===== config.mk =====
export PLATFORM = sky130hd
export DESIGN_NAME = ms_timer
export DESIGN_NICKNAME = d
export VERILOG_FILES = /design/src/rtl/ms_timer.sv
export SDC_FILE = /design/constraint.sdc
export NUM_CORES = 1
export LEC_CHECK = 0
export ABC_AREA = 1
export CAP_MARGIN = 20
export CORE_AREA = 2 2 71 73
export CTS_CLUSTER_DIAMETER = 50
export DETAILED_ROUTE_END_ITERATION = 6
export DIE_AREA = 0 0 73 75
export PLACE_DENSITY = 0.74
export SYNTH_ARGS = -nofsm -noshare
export SYNTH_HDL_FRONTEND = slang
export SYNTH_SLANG_ARGS = --single-unit
export TNS_END_PERCENT = 20

===== constraint.sdc =====
create_clock -name clk -period 1.5 [get_ports clk]
set_input_delay 0.225 -clock clk [delete_from_list [all_inputs] [get_ports clk]]
set_output_delay 0.225 -clock clk [all_outputs]
set_load 0.01 [all_outputs]

===== src/rtl/ms_timer.sv =====
// Millisecond up/down timer: prescales clk to a 1 ms tick and
// counts it up from zero or down from a clamped preload.
module ms_timer #(
  parameter  int MAX_MS      = 2047,
  parameter  int CLKS_PER_MS = 50000,
  localparam int CW          = $clog2(MAX_MS),
  localparam int PW          = $clog2(CLKS_PER_MS)
) (
  input  logic          clk,
  input  logic          rst,
  input  logic          reset,
  input  logic          up,
  input  logic          enable,
  input  logic [CW-1:0] preload,
  output logic [CW-1:0] timer_value,
  output logic          ms_tick,
  output logic          at_zero,
  output logic          at_max,
  output logic          overflow
);

  localparam logic [CW-1:0] MAX_V  = CW'(MAX_MS);
  localparam logic [PW-1:0] WRAP_V = PW'(CLKS_PER_MS - 1);

  logic [PW-1:0] r_pre;
  logic [CW-1:0] r_cnt;
  logic          r_tick;
  logic          r_ovf;

  logic          w_wrap;
  logic          w_zero;
  logic          w_max;
  logic [CW-1:0] w_load;
  logic [CW-1:0] w_step;
  logic          w_block;

  assign w_wrap = (r_pre == WRAP_V);
  assign w_zero = (r_cnt == '0);
  assign w_max  = (r_cnt == MAX_V);
  assign w_load = (preload > MAX_V) ? MAX_V : preload;

  always_comb begin
    w_step  = r_cnt;
    w_block = 1'b0;
    if (up) begin
      if (w_max) w_block = 1'b1;
      else       w_step  = r_cnt + CW'(1);
    end else if (!w_zero) begin
      w_step = r_cnt - CW'(1);
    end
  end

  always_ff @(posedge clk or posedge rst) begin
    if (rst) begin
      r_pre  <= '0;
      r_cnt  <= '0;
      r_tick <= 1'b0;
      r_ovf  <= 1'b0;
    end else if (reset) begin
      r_pre  <= '0;
      r_tick <= 1'b0;
      r_ovf  <= 1'b0;
      r_cnt  <= up ? '0 : w_load;
    end else if (enable) begin
      if (w_wrap) begin
        r_pre  <= '0;
        r_tick <= 1'b1;
        r_cnt  <= w_step;
        if (w_block) r_ovf <= 1'b1;
      end else begin
        r_pre  <= r_pre + PW'(1);
        r_tick <= 1'b0;
      end
    end else begin
      r_tick <= 1'b0;
    end
  end

  assign timer_value = r_cnt;
  assign ms_tick     = r_tick;
  assign at_zero     = w_zero;
  assign at_max      = w_max;
  assign overflow    = r_ovf;

endmodule


==> reports/qor.log, run 1 <==
[synth] share of the yosys chip area belonging to registers 32.06%
[timing] worst slew pin tran 406.8 ps
[synth] synth warn 0
[detailed_routing] sum of routed wire length over all layers 8.056 mm
[clocking] later-pin clock latency in the skew report 290 ps
[worst_setup_path] critical path launch point type flip-flop
[floorplan] number of ports placed on the die boundary 31
[global_route] antenna violations before repair 0
[worst_setup_path] CP max FO 3
[final_layout] layout cells sized above 1 41.00%
[clocking] clk slew on worst S/H paths 70 ps
[timing] count of final hold-check violations 0
[timing] total setup violations reported at the end of the flow 14
[clocking] clock sink count 29
[run] max-cap violation count 0
[timing] peak clock frequency supported by timing 574.9 MHz
[floorplan] die height 75 µm
[placed_design] Placed Area 3199 µm²
[detailed_routing] routed len/inst 15.64 µm
[timing] final setup slack of the worst path -239.4 ps
[floorplan] Initial Util 48.56%
[placed_design] placer's final routability congestion estimate 0.9007
[worst_setup_path] reg-to-reg critical path endpoint timer_value[2]
[global_route] remaining global-route overflow 0
[final_layout] post-synthesis to final-layout area growth 66.00%
[global_route] vias in the first global route 2594
[floorplan] area of the die 5475 µm²
[power] leakage 1.872 nW
[worst_setup_path] launching point of the worst reg2reg path timer_value[1]
[final_layout] most used cells in the layout excluding fill and tap cells nand2_1 (104), buf_4 (73), nor2_1 (41), dfrtp_1 (26), inv_1 (23)
[worst_setup_path] data arrival time of the critical path 1960 ps
[timing] unrepaired setup endpoints after global routing true
[global_route] GRT Total Usage 27.65%
[final_layout] layout net count 487
[clocking] clock root buffer clkbuf_8
[worst_setup_path] startpoint of the worst setup timing path timer_value[1]
[timing] summed negative setup slack over all endpoints -1996 ps
[detailed_routing] number of routed nets with antenna violations 0
[timing] final worst hold slack 313.1 ps
[detailed_routing] routed vias 2867
[placed_design] I/O Buffers 30
[global_route] global-route wire length before repair 11.52 mm
[timing] headroom to the max-slew limit 72.88%
[timing] Max Transition Viols Final 0
[power] IR drop worst, VDD 0.0007530 V
[synth] number of enable flip-flop cells after synthesis 0
[timing] share of the clock period used by the worst path after layout 116.0%
[worst_setup_path] CP required 1720 ps
[floorplan] die boundary width 73 µm
[run_status] outcome finished with violations
[synth] Most used DFF post-synth dfrtp_1
[run_status] violated checks negative setup slack
[clocking] clock tree from TritonCTS built
[floorplan] Placeable Area 4661 µm²
[synth] cells after synthesis 346
[synth] number of different library cells in the post-synthesis netlist 33
[synth] register bit total from synthesis 29
[final_layout] ant diodes 0
[detailed_routing] Remaining DRCs 0
[worst_setup_path] critical path type flip-flop to flip-flop
[clocking] maximum count of clock buffers along a single path 2
[worst_setup_path] Worst Setup EP timer_value[2]
[clocking] number of buffers added by the clock tree synthesis step 5
[synth] Syn Area/Cell 6.542 µm²
[floorplan] number of core rows 25
[final_layout] commonest non-fill, non-tap cell in the layout nand2_1
[clocking] hold buffer count at cts 0
[detailed_routing] first drt pass iteration count 7
[worst_setup_path] Reg2Reg Setup Slack -240 ps
[detailed_routing] number of DRC violations after detailed-routing iteration 0 284
[power] Total Power 3.900 mW
[placed_design] setup slack after placement -705.0 ps
[placed_design] detailed placement HPWL 4.949 mm
[power] total power per unit cell area 1038 nW/µm²
[synth] post-synthesis cell area 2263 µm²
[synth] Async S/R FF share, synth 100.0%
[synth] nets in the synthesized netlist 373
[clocking] maximum level of the CTS H-tree 2
[final_layout] final design area excluding fillers 3757 µm²
[min_path] Hold/Removal Path Class input port to async pin
[timing] final period demand of the worst path 1739 ps
[detailed_routing] average via count per standard cell 5.567
[worst_setup_path] depth of the worst register-to-register path 10
[worst_setup_path] CP endpoint kind flip-flop
[timing] Final Skew 9.972 ps
[global_route] maximum number of pins on one net before global-route repair 30
[power breakdown]
part           total (mW)  internal (mW)  switching (mW)
clock network        1.01          0.660           0.354
logic                1.94          0.951           0.994
registers           0.941          0.859          0.0817
[worst min path at each step]
stage | depth (start not counted) | end | start
6_report | 3 | timer_value[4] | rst
3_5_place_dp | 2 | overflow | overflow
3_3_place_gp | 2 | overflow | overflow
5_1_grt | 3 | r_pre[11] | rst
4_1_cts | 3 | r_pre[11] | rst
2_1_floorplan | 1 | ms_tick | rst
[layout make-up]
class	count	area, µm²
multi-input combinational	275	1737
timing repair buffer	110	934.6
fill	276	903.4
sequential	29	729.5
inverter	39	155.1
clock buffer	5	68.82
tap	54	67.56
clock inverter	3	65.06
[routing by layer]
layer	track usage (%)	share of wire [%]	up-vias
met1	35.76	40	1357
met4	10.91	3.6	0
met3	4.150	6.1	35
met2	46.65	50	139
li1	-	-	1336
met5	0	0	-
[synth_stat cells (3+ instances only)]
cell type	number	area share, %
a21oi_1	10	2.2
dfrtp_1	29	32
ha_1	10	5.5
inv_1	35	5.8
inv_2	3	0.50
nand2_1	124	21
nand2_2	3	0.83
nand3_1	25	5.5
nand3b_1	4	1.3
nand4_1	3	0.83
nor2_1	49	8.1
nor2_2	5	1.4
nor3_1	6	1.3
o21ai_0	14	3.1
o21ai_1	3	0.66
[per-stage QoR]
stage / utilization [%] / instances
6_report: 80.62 / 515
3_5_place_dp: 68.64 / 494
5_1_grt: 80.62 / 515
3_3_place_gp: 68.64 / 494
4_1_cts: 75.95 / 509
2_1_floorplan: - / 346
[what timing repair did]
action	in CTS	in global routing
resized for setup	65	49
gates cloned	0	0
endpoints found under the setup margin	28	29
pin swaps	20	18
setup buffers	7	6
[sequential cells by signal (all words and copies together), names as in the netlist]
name / cells
ms_tick: 1
overflow: 1
r_pre: 16
timer_value: 11
[critical path, stage by stage (launching register included)]
cell and delay (ps):
dfrtp_1 400, inv_2 80, fa_2 360, inv_2 80, buf_4 100, buf_4 90
buf_4 100, o21ai_0 90, o21ai_0 210, nand2_1 90, o21ai_1 70
[cells by family (layout without fill, tap and decap cells)]
family	Yosys count	in the layout	synth area share, %
AOI/OAI and AO/OA	33	33	8.071
buffers and inverters	42	157	7.518
xor gates and xnor gates	2	2	0.7740
adders and majority gates	11	11	6.412
DFF	29	29	32.06
and+or+nand+nor	229	229	45.16
(Power assumes the default switching activity.)
==> run 2: changes to the inputs <==
--- a/config.mk
+++ b/config.mk
@@ -6,6 +6,7 @@
 export NUM_CORES = 1
 export LEC_CHECK = 0
 export ABC_AREA = 1
+export ABC_CLOCK_PERIOD_IN_PS = 1500
 export CAP_MARGIN = 20
 export CORE_AREA = 2 2 71 73
 export CTS_CLUSTER_DIAMETER = 50
@@ -15,4 +16,3 @@
 export SYNTH_ARGS = -nofsm -noshare
 export SYNTH_HDL_FRONTEND = slang
 export SYNTH_SLANG_ARGS = --single-unit
-export TNS_END_PERCENT = 20
==> constraint.sdc (replaced) <==
create_clock -name clk -period 1.5 [get_ports clk]
set_input_delay 0.225 -clock clk [delete_from_list [all_inputs] [get_ports clk]]
set_output_delay 0.225 -clock clk [all_outputs]
set_load 0.02 [all_outputs]
==> reports/qor.log, run 2 (synthesis results as in run 1) <==
[global_route] remaining global-route overflow 0
[power] leakage 1.943 nW
[worst_setup_path] data arrival time of the critical path 1950 ps
[worst_setup_path] CP max FO 5
[floorplan] Initial Util 48.56%
[final_layout] ant diodes 0
[clocking] hold buffer count at cts 0
[floorplan] die boundary width 73 µm
[floorplan] number of ports placed on the die boundary 31
[worst_setup_path] critical path, cell by cell ha_4, nand2_1, nand2_1, inv_1, nand2_4, buf_6, or2_4, nand3_2, nand2_1, nand2_1, nand2_1
[worst_setup_path] critical path launch point type flip-flop
[final_layout] post-synthesis to final-layout area growth 72.53%
[global_route] maximum number of pins on one net before global-route repair 30
[detailed_routing] average via count per standard cell 5.538
[timing] headroom to the max-slew limit 72.88%
[worst_setup_path] Most common cell on crit path nand2_1
[final_layout] storage element area 735.7 µm²
[final_layout] most used cells in the layout excluding fill and tap cells nand2_1 (95), buf_4 (69), nor2_1 (33), inv_1 (24), nand2_2 (24)
[final_layout] final cell utilization of the core 83.79%
[clocking] clock sink count 29
[final_layout] number of fill cells in the layout 241
[global_route] global routing's busiest layer met2
[final_layout] Largest register FFs 16
[worst_setup_path] CP required 1670 ps
[floorplan] area of the die 5475 µm²
[clocking] clock tree from TritonCTS built
[worst_setup_path] Reg2Reg Setup Slack -270 ps
[timing] share of the clock period used by the worst path after layout 118.3%
[placed_design] I/O Buffers 30
[detailed_routing] routed vias 2902
[timing] unrepaired setup endpoints after global routing true
[final_layout] commonest non-fill, non-tap cell in the layout nand2_1
[placed_design] setup slack after placement -781.1 ps
[global_route] global-route wire length before repair 12.10 mm
[global_route] met3 routing resource usage after global routing 4.418%
[timing] Final Skew 10.14 ps
[worst_setup_path] CP endpoint kind flip-flop
[clocking] maximum count of clock buffers along a single path 2
[global_route] antenna violations before repair 0
[detailed_routing] sum of routed wire length over all layers 8.668 mm
[floorplan] number of core rows 25
[timing] total setup violations reported at the end of the flow 22
[run_status] violated checks negative setup slack
[global_route] met2 Resource Use GR 49.85%
[global_route] vias in the first global route 2626
[worst_setup_path] launching point of the worst reg2reg path timer_value[3]
[power] Total Power 3.918 mW
[final_layout] layout net count 496
[final_layout] combined area of the multi-input logic cells 1795 µm²
[clocking] clock root buffer clkbuf_8
[worst_setup_path] reg-to-reg critical path endpoint timer_value[4]
[worst_setup_path] depth of the worst register-to-register path 11
[power] total power per unit cell area 1003 nW/µm²
[worst_setup_path] critical path type flip-flop to flip-flop
[timing] final setup slack of the worst path -274.9 ps
[timing] peak clock frequency supported by timing 563.4 MHz
[placed_design] Placed Area 3192 µm²
[global_route] GRT Total Usage 28.77%
[timing] worst slew pin tran 406.8 ps
[final_layout] Reg with most FFs r_pre
[final_layout] final design area excluding fillers 3905 µm²
[floorplan] die height 75 µm
[clocking] maximum level of the CTS H-tree 2
[clocking] clk slew on worst S/H paths 70 ps
[detailed_routing] first drt pass iteration count 5
[detailed_routing] routed len/inst 16.54 µm
[detailed_routing] number of DRC violations after detailed-routing iteration 0 216
[worst_setup_path] slowest CP cell dfrtp_2
[detailed_routing] Remaining DRCs 0
[run_status] outcome finished with violations
[global_route] global routing met1 resource utilization 36.57%
[power] IR drop worst, VDD 0.0008564 V
[timing] count of final hold-check violations 0
[floorplan] Placeable Area 4661 µm²
[detailed_routing] number of routed nets with antenna violations 0
[min_path] Hold/Removal Path Class input port to async pin
[worst_setup_path] Worst path max stage delay 480 ps
[clocking] later-pin clock latency in the skew report 290 ps
[clocking] number of buffers added by the clock tree synthesis step 5
[final_layout] layout cells sized above 1 45.96%
[timing] final period demand of the worst path 1775 ps
[timing] Max Transition Viols Final 0
[placed_design] detailed placement HPWL 4.884 mm
[run] max-cap violation count 0
[placed_design] placer's final routability congestion estimate 0.8897
-- run 2: how the worst max path moves through the flow --
stage                         startpoint             end  slack (ps)  depth (start not counted)
after CTS                 timer_value[0]  timer_value[8]        -150                         14
after global placement                up  timer_value[8]        -730                         12
after floorplan           timer_value[0]  timer_value[8]        -100                         14
final                     timer_value[3]  timer_value[4]        -270                         11
after global routing      timer_value[4]  timer_value[9]        -440                         10
after detailed placement              up  timer_value[8]        -780                         12
-- run 2: area by class of cell --
type / instances / share of cell area [%]
Multi-Input combinational cell: 275 / 45.98
Sequential cell: 29 / 18.84
Tap cell: 54 / 1.730
Inverter: 39 / 4.037
Clock buffer: 7 / 2.211
Clock inverter: 1 / 0.7690
Timing Repair Buffer: 119 / 26.43
-- run 2: routing by layer --
metal	wire (µm)	part of all wire, %	up-vias
li1	-	-	1348
met1	3473	40	1342
met2	4315	50	171
met3	596	6.9	41
met4	283	3.3	0
met5	0	0	-
-- run 2: worst max-delay path: cells and delay by family, from the launching register on --
kind                     cells  cell delay (ps)
buffers and inverters        2              240
flip-flops                   1              480
AND/OR/NAND/NOR              8              660
adder cells (fa/ha/maj)      1              280
-- run 2: report_power, final --
part | total, mW | switching (mW) | internal (mW)
clock network | 0.877 | 0.335 | 0.542
registers | 0.941 | 0.0756 | 0.866
logic | 2.10 | 1.11 | 0.988
total | 3.92 | 1.52 | 2.40
-- run 2: timing repair --
action,in CTS,in global routing
endpoints found under the setup margin,32,25
pin swaps,30,32
gates resized for setup,87,63
setup buffers,7,14
-- run 2: stage by stage --
| step | setup TNS [ps] | cells | hold slack (ps) |
|---|---|---|---|
| after detailed placement | -9255 | 496 | 470.7 |
| after global placement | -8323 | 496 | 464.4 |
| final | -2444 | 524 | 313.9 |
| after global routing | -4772 | 524 | 385.2 |
| after floorplan | -408.3 | 346 | 302.6 |
| after CTS | -676.4 | 511 | 328.5 |
==> run 3: changes to the inputs <==
==> config.mk (replaced) <==
export PLATFORM = sky130hd
export DESIGN_NAME = ms_timer
export DESIGN_NICKNAME = d
export VERILOG_FILES = /design/src/rtl/ms_timer.sv
export SDC_FILE = /design/constraint.sdc
export NUM_CORES = 1
export LEC_CHECK = 0
export ABC_AREA = 1
export ABC_CLOCK_PERIOD_IN_PS = 1800
export CAP_MARGIN = 20
export CORE_AREA = 2 2 68 70
export CTS_CLUSTER_DIAMETER = 50
export DETAILED_ROUTE_END_ITERATION = 6
export DIE_AREA = 0 0 70 72
export PLACE_DENSITY = 0.77
export SYNTH_ARGS = -nofsm -noshare
export SYNTH_HDL_FRONTEND = slang
export SYNTH_SLANG_ARGS = --single-unit
==> constraint.sdc (replaced) <==
create_clock -name clk -period 1.8 [get_ports clk]
set_input_delay 0.27 -clock clk [delete_from_list [all_inputs] [get_ports clk]]
set_output_delay 0.27 -clock clk [all_outputs]
set_load 0.02 [all_outputs]
==> reports/qor.log, run 3 (synthesis results as in run 1) <==
[power] Switching Share 39.66%
[worst_setup_path] critical path type flip-flop to output pin
[global_route] vias in the first global route 2345
[worst_setup_path] launching point of the worst reg2reg path timer_value[2]
[placed_design] number of instances in the placed design 470
[timing] Final Skew 6.302 ps
[detailed_routing] number of routed nets with antenna violations 0
[detailed_routing] routed vias 2567
[worst_setup_path] critical path, cell by cell buf_4, clkdlybuf4s50_1
[detailed_routing] number of DRC violations after detailed-routing iteration 0 204
[power] IR drop worst, VDD 0.0005626 V
[final_layout] storage element area 726.9 µm²
[final_layout] Largest register FFs 16
[floorplan] number of core rows 24
[clocking] maximum level of the CTS H-tree 2
[timing] unrepaired setup endpoints after global routing true
[final_layout] layout net count 453
[placed_design] I/O Buffers 30
[worst_setup_path] data arrival time of the critical path 1480 ps
[detailed_routing] average via count per standard cell 5.359
[floorplan] die boundary width 70 µm
[floorplan] area of the die 5040 µm²
[placed_design] detailed placement HPWL 4.854 mm
[worst_setup_path] CP max FO 4
[clocking] later-pin clock latency in the skew report 290 ps
[timing] headroom to the max-slew limit 73.33%
[floorplan] Initial Util 53.08%
[clocking] clock tree from TritonCTS built
[run] max-cap violation count 0
[worst_setup_path] CP endpoint kind output pin
[placed_design] setup slack after placement -415.7 ps
[worst_setup_path] depth of the worst register-to-register path 10
[worst_setup_path] Worst path max stage delay 610 ps
[power] cell internal pwr 1.602 mW
[final_layout] most used cells in the layout excluding fill and tap cells nand2_1 (122), nor2_1 (48), buf_4 (45), inv_1 (33), dfrtp_1 (28)
[timing] share of the clock period used by the worst path after layout 97.27%
[global_route] remaining global-route overflow 0
[clocking] maximum count of clock buffers along a single path 2
[timing] final period demand of the worst path 1751 ps
[worst_setup_path] CP required 1530 ps
[worst_setup_path] critical path's top delay family buffers and inverters
[worst_setup_path] critical path launch point type flip-flop
[final_layout] Reg with most FFs r_pre
[clocking] clock root buffer clkbuf_8
[global_route] global-route wire length before repair 10.45 mm
[detailed_routing] Remaining DRCs 0
[timing] count of final hold-check violations 0
[final_layout] number of fill cells in the layout 321
[power] share of total power in sequential cells 28.8%
[final_layout] commonest non-fill, non-tap cell in the layout nand2_1
[power] total power per unit cell area 844.7 nW/µm²
[power] leakage 1.559 nW
[timing] summed negative setup slack over all endpoints 0 ps
[final_layout] combined area of the multi-input logic cells 1469 µm²
[placed_design] placer's final routability congestion estimate 1.007
[global_route] GRT Total Usage 25.68%
[floorplan] Placeable Area 4264 µm²
[worst_setup_path] Reg2Reg Setup Slack 80 ps
[clocking] hold buffer count at cts 0
[detailed_routing] routed len/inst 13.78 µm
[worst_setup_path] reg-to-reg critical path endpoint timer_value[4]
[timing] final worst hold slack 358.1 ps
[final_layout] ant diodes 0
[timing] final setup slack of the worst path 49.17 ps
[final_layout] final cell utilization of the core 73.71%
[detailed_routing] sum of routed wire length over all layers 6.602 mm
[final_layout] layout cells sized above 1 22.25%
[worst_setup_path] Buf/Inv on CP 2
[clocking] number of buffers added by the clock tree synthesis step 5
[global_route] antenna violations before repair 0
[worst_setup_path] slowest CP cell clkdlybuf4s50_1
[final_layout] post-synthesis to final-layout area growth 38.86%
[power] combinational share of power 50.5%
[timing] peak clock frequency supported by timing 571.2 MHz
[power] switching power summed over all nets 1.053 mW
[detailed_routing] first drt pass iteration count 5
[floorplan] die height 72 µm
[min_path] Hold/Removal Path Class input port to async pin
[global_route] maximum number of pins on one net before global-route repair 30
[clocking] clk slew on worst S/H paths 70 ps
[timing] Max Transition Viols Final 0
[timing] worst slew pin tran 400.0 ps
[run_status] outcome complete, no violations
[final_layout] Post-Layout Cell Count 479
[power] power share of the clock group 20.7%
[clocking] clock sink count 29
[floorplan] number of ports placed on the die boundary 31
[timing] total setup violations reported at the end of the flow 0
[run 3: area by class of cell]
class	count	share of cell area, %
clock buffer	5	2.189
clock inverter	3	0.5573
inverter	39	4.737
multi-input combinational	275	46.74
sequential	29	23.13
tap	52	2.070
timing repair buffer	76	20.58
[run 3: timing repair]
action	4_1_cts	5_1_grt
hold endpoints to repair	0	0
endpoints found under the setup margin	10	12
pin swaps	0	2
setup buffers	0	1
resized for setup	14	15
[run 3: worst reg2reg max path, cell delays in order, from the launching register on]
cell and delay (ps):
dfrtp_1 460, ha_1 380, nand2_1 90, inv_1 50, nand2_1 60, nand2_2 80
or2_2 280, nand3_1 70, nand2_1 50, nand2_1 50, nand2_1 50
[run 3: layer usage]
| layer | vias to the layer above | wire length (µm) | track usage [%] |
|---|---|---|---|
| met2 | 101 | 3079 | 43.70 |
| met4 | 0 | 178 | 8.333 |
| met1 | 1183 | 2945 | 33.39 |
| li1 | 1261 | - | - |
| met3 | 22 | 398 | 4.722 |
| met5 | - | 0 | 0 |
[run 3: power by group through the flow]
stage / combinational, mW / sequential [mW] / clock [mW]
after floorplan: 0.547 / 0.863 / 0
final: 1.34 / 0.765 / 0.550
after global placement: 1.17 / 0.769 / 0
after detailed placement: 1.19 / 0.771 / 0
after global routing: 1.45 / 0.771 / 0.580
after CTS: 1.25 / 0.762 / 0.559
[run 3: worst max path at each step]
stage	slack, ps	from	end	depth (start not counted)
finish	50	timer_value[3]	timer_value[3]	2
floorplan	20	timer_value[0]	timer_value[8]	14
global route	-20	timer_value[4]	timer_value[7]	11
CTS	6	timer_value[3]	timer_value[3]	2
detailed placement	-420	up	timer_value[9]	10
global placement	-430	up	timer_value[5]	13
[run 3: per-stage QoR]
step / power [mW] / cell area, µm²
after floorplan: 1.410 / 2263
after global placement: 1.940 / 2955
after detailed placement: 1.966 / 2955
after CTS: 2.574 / 3103
after global routing: 2.804 / 3143
final: 2.655 / 3143
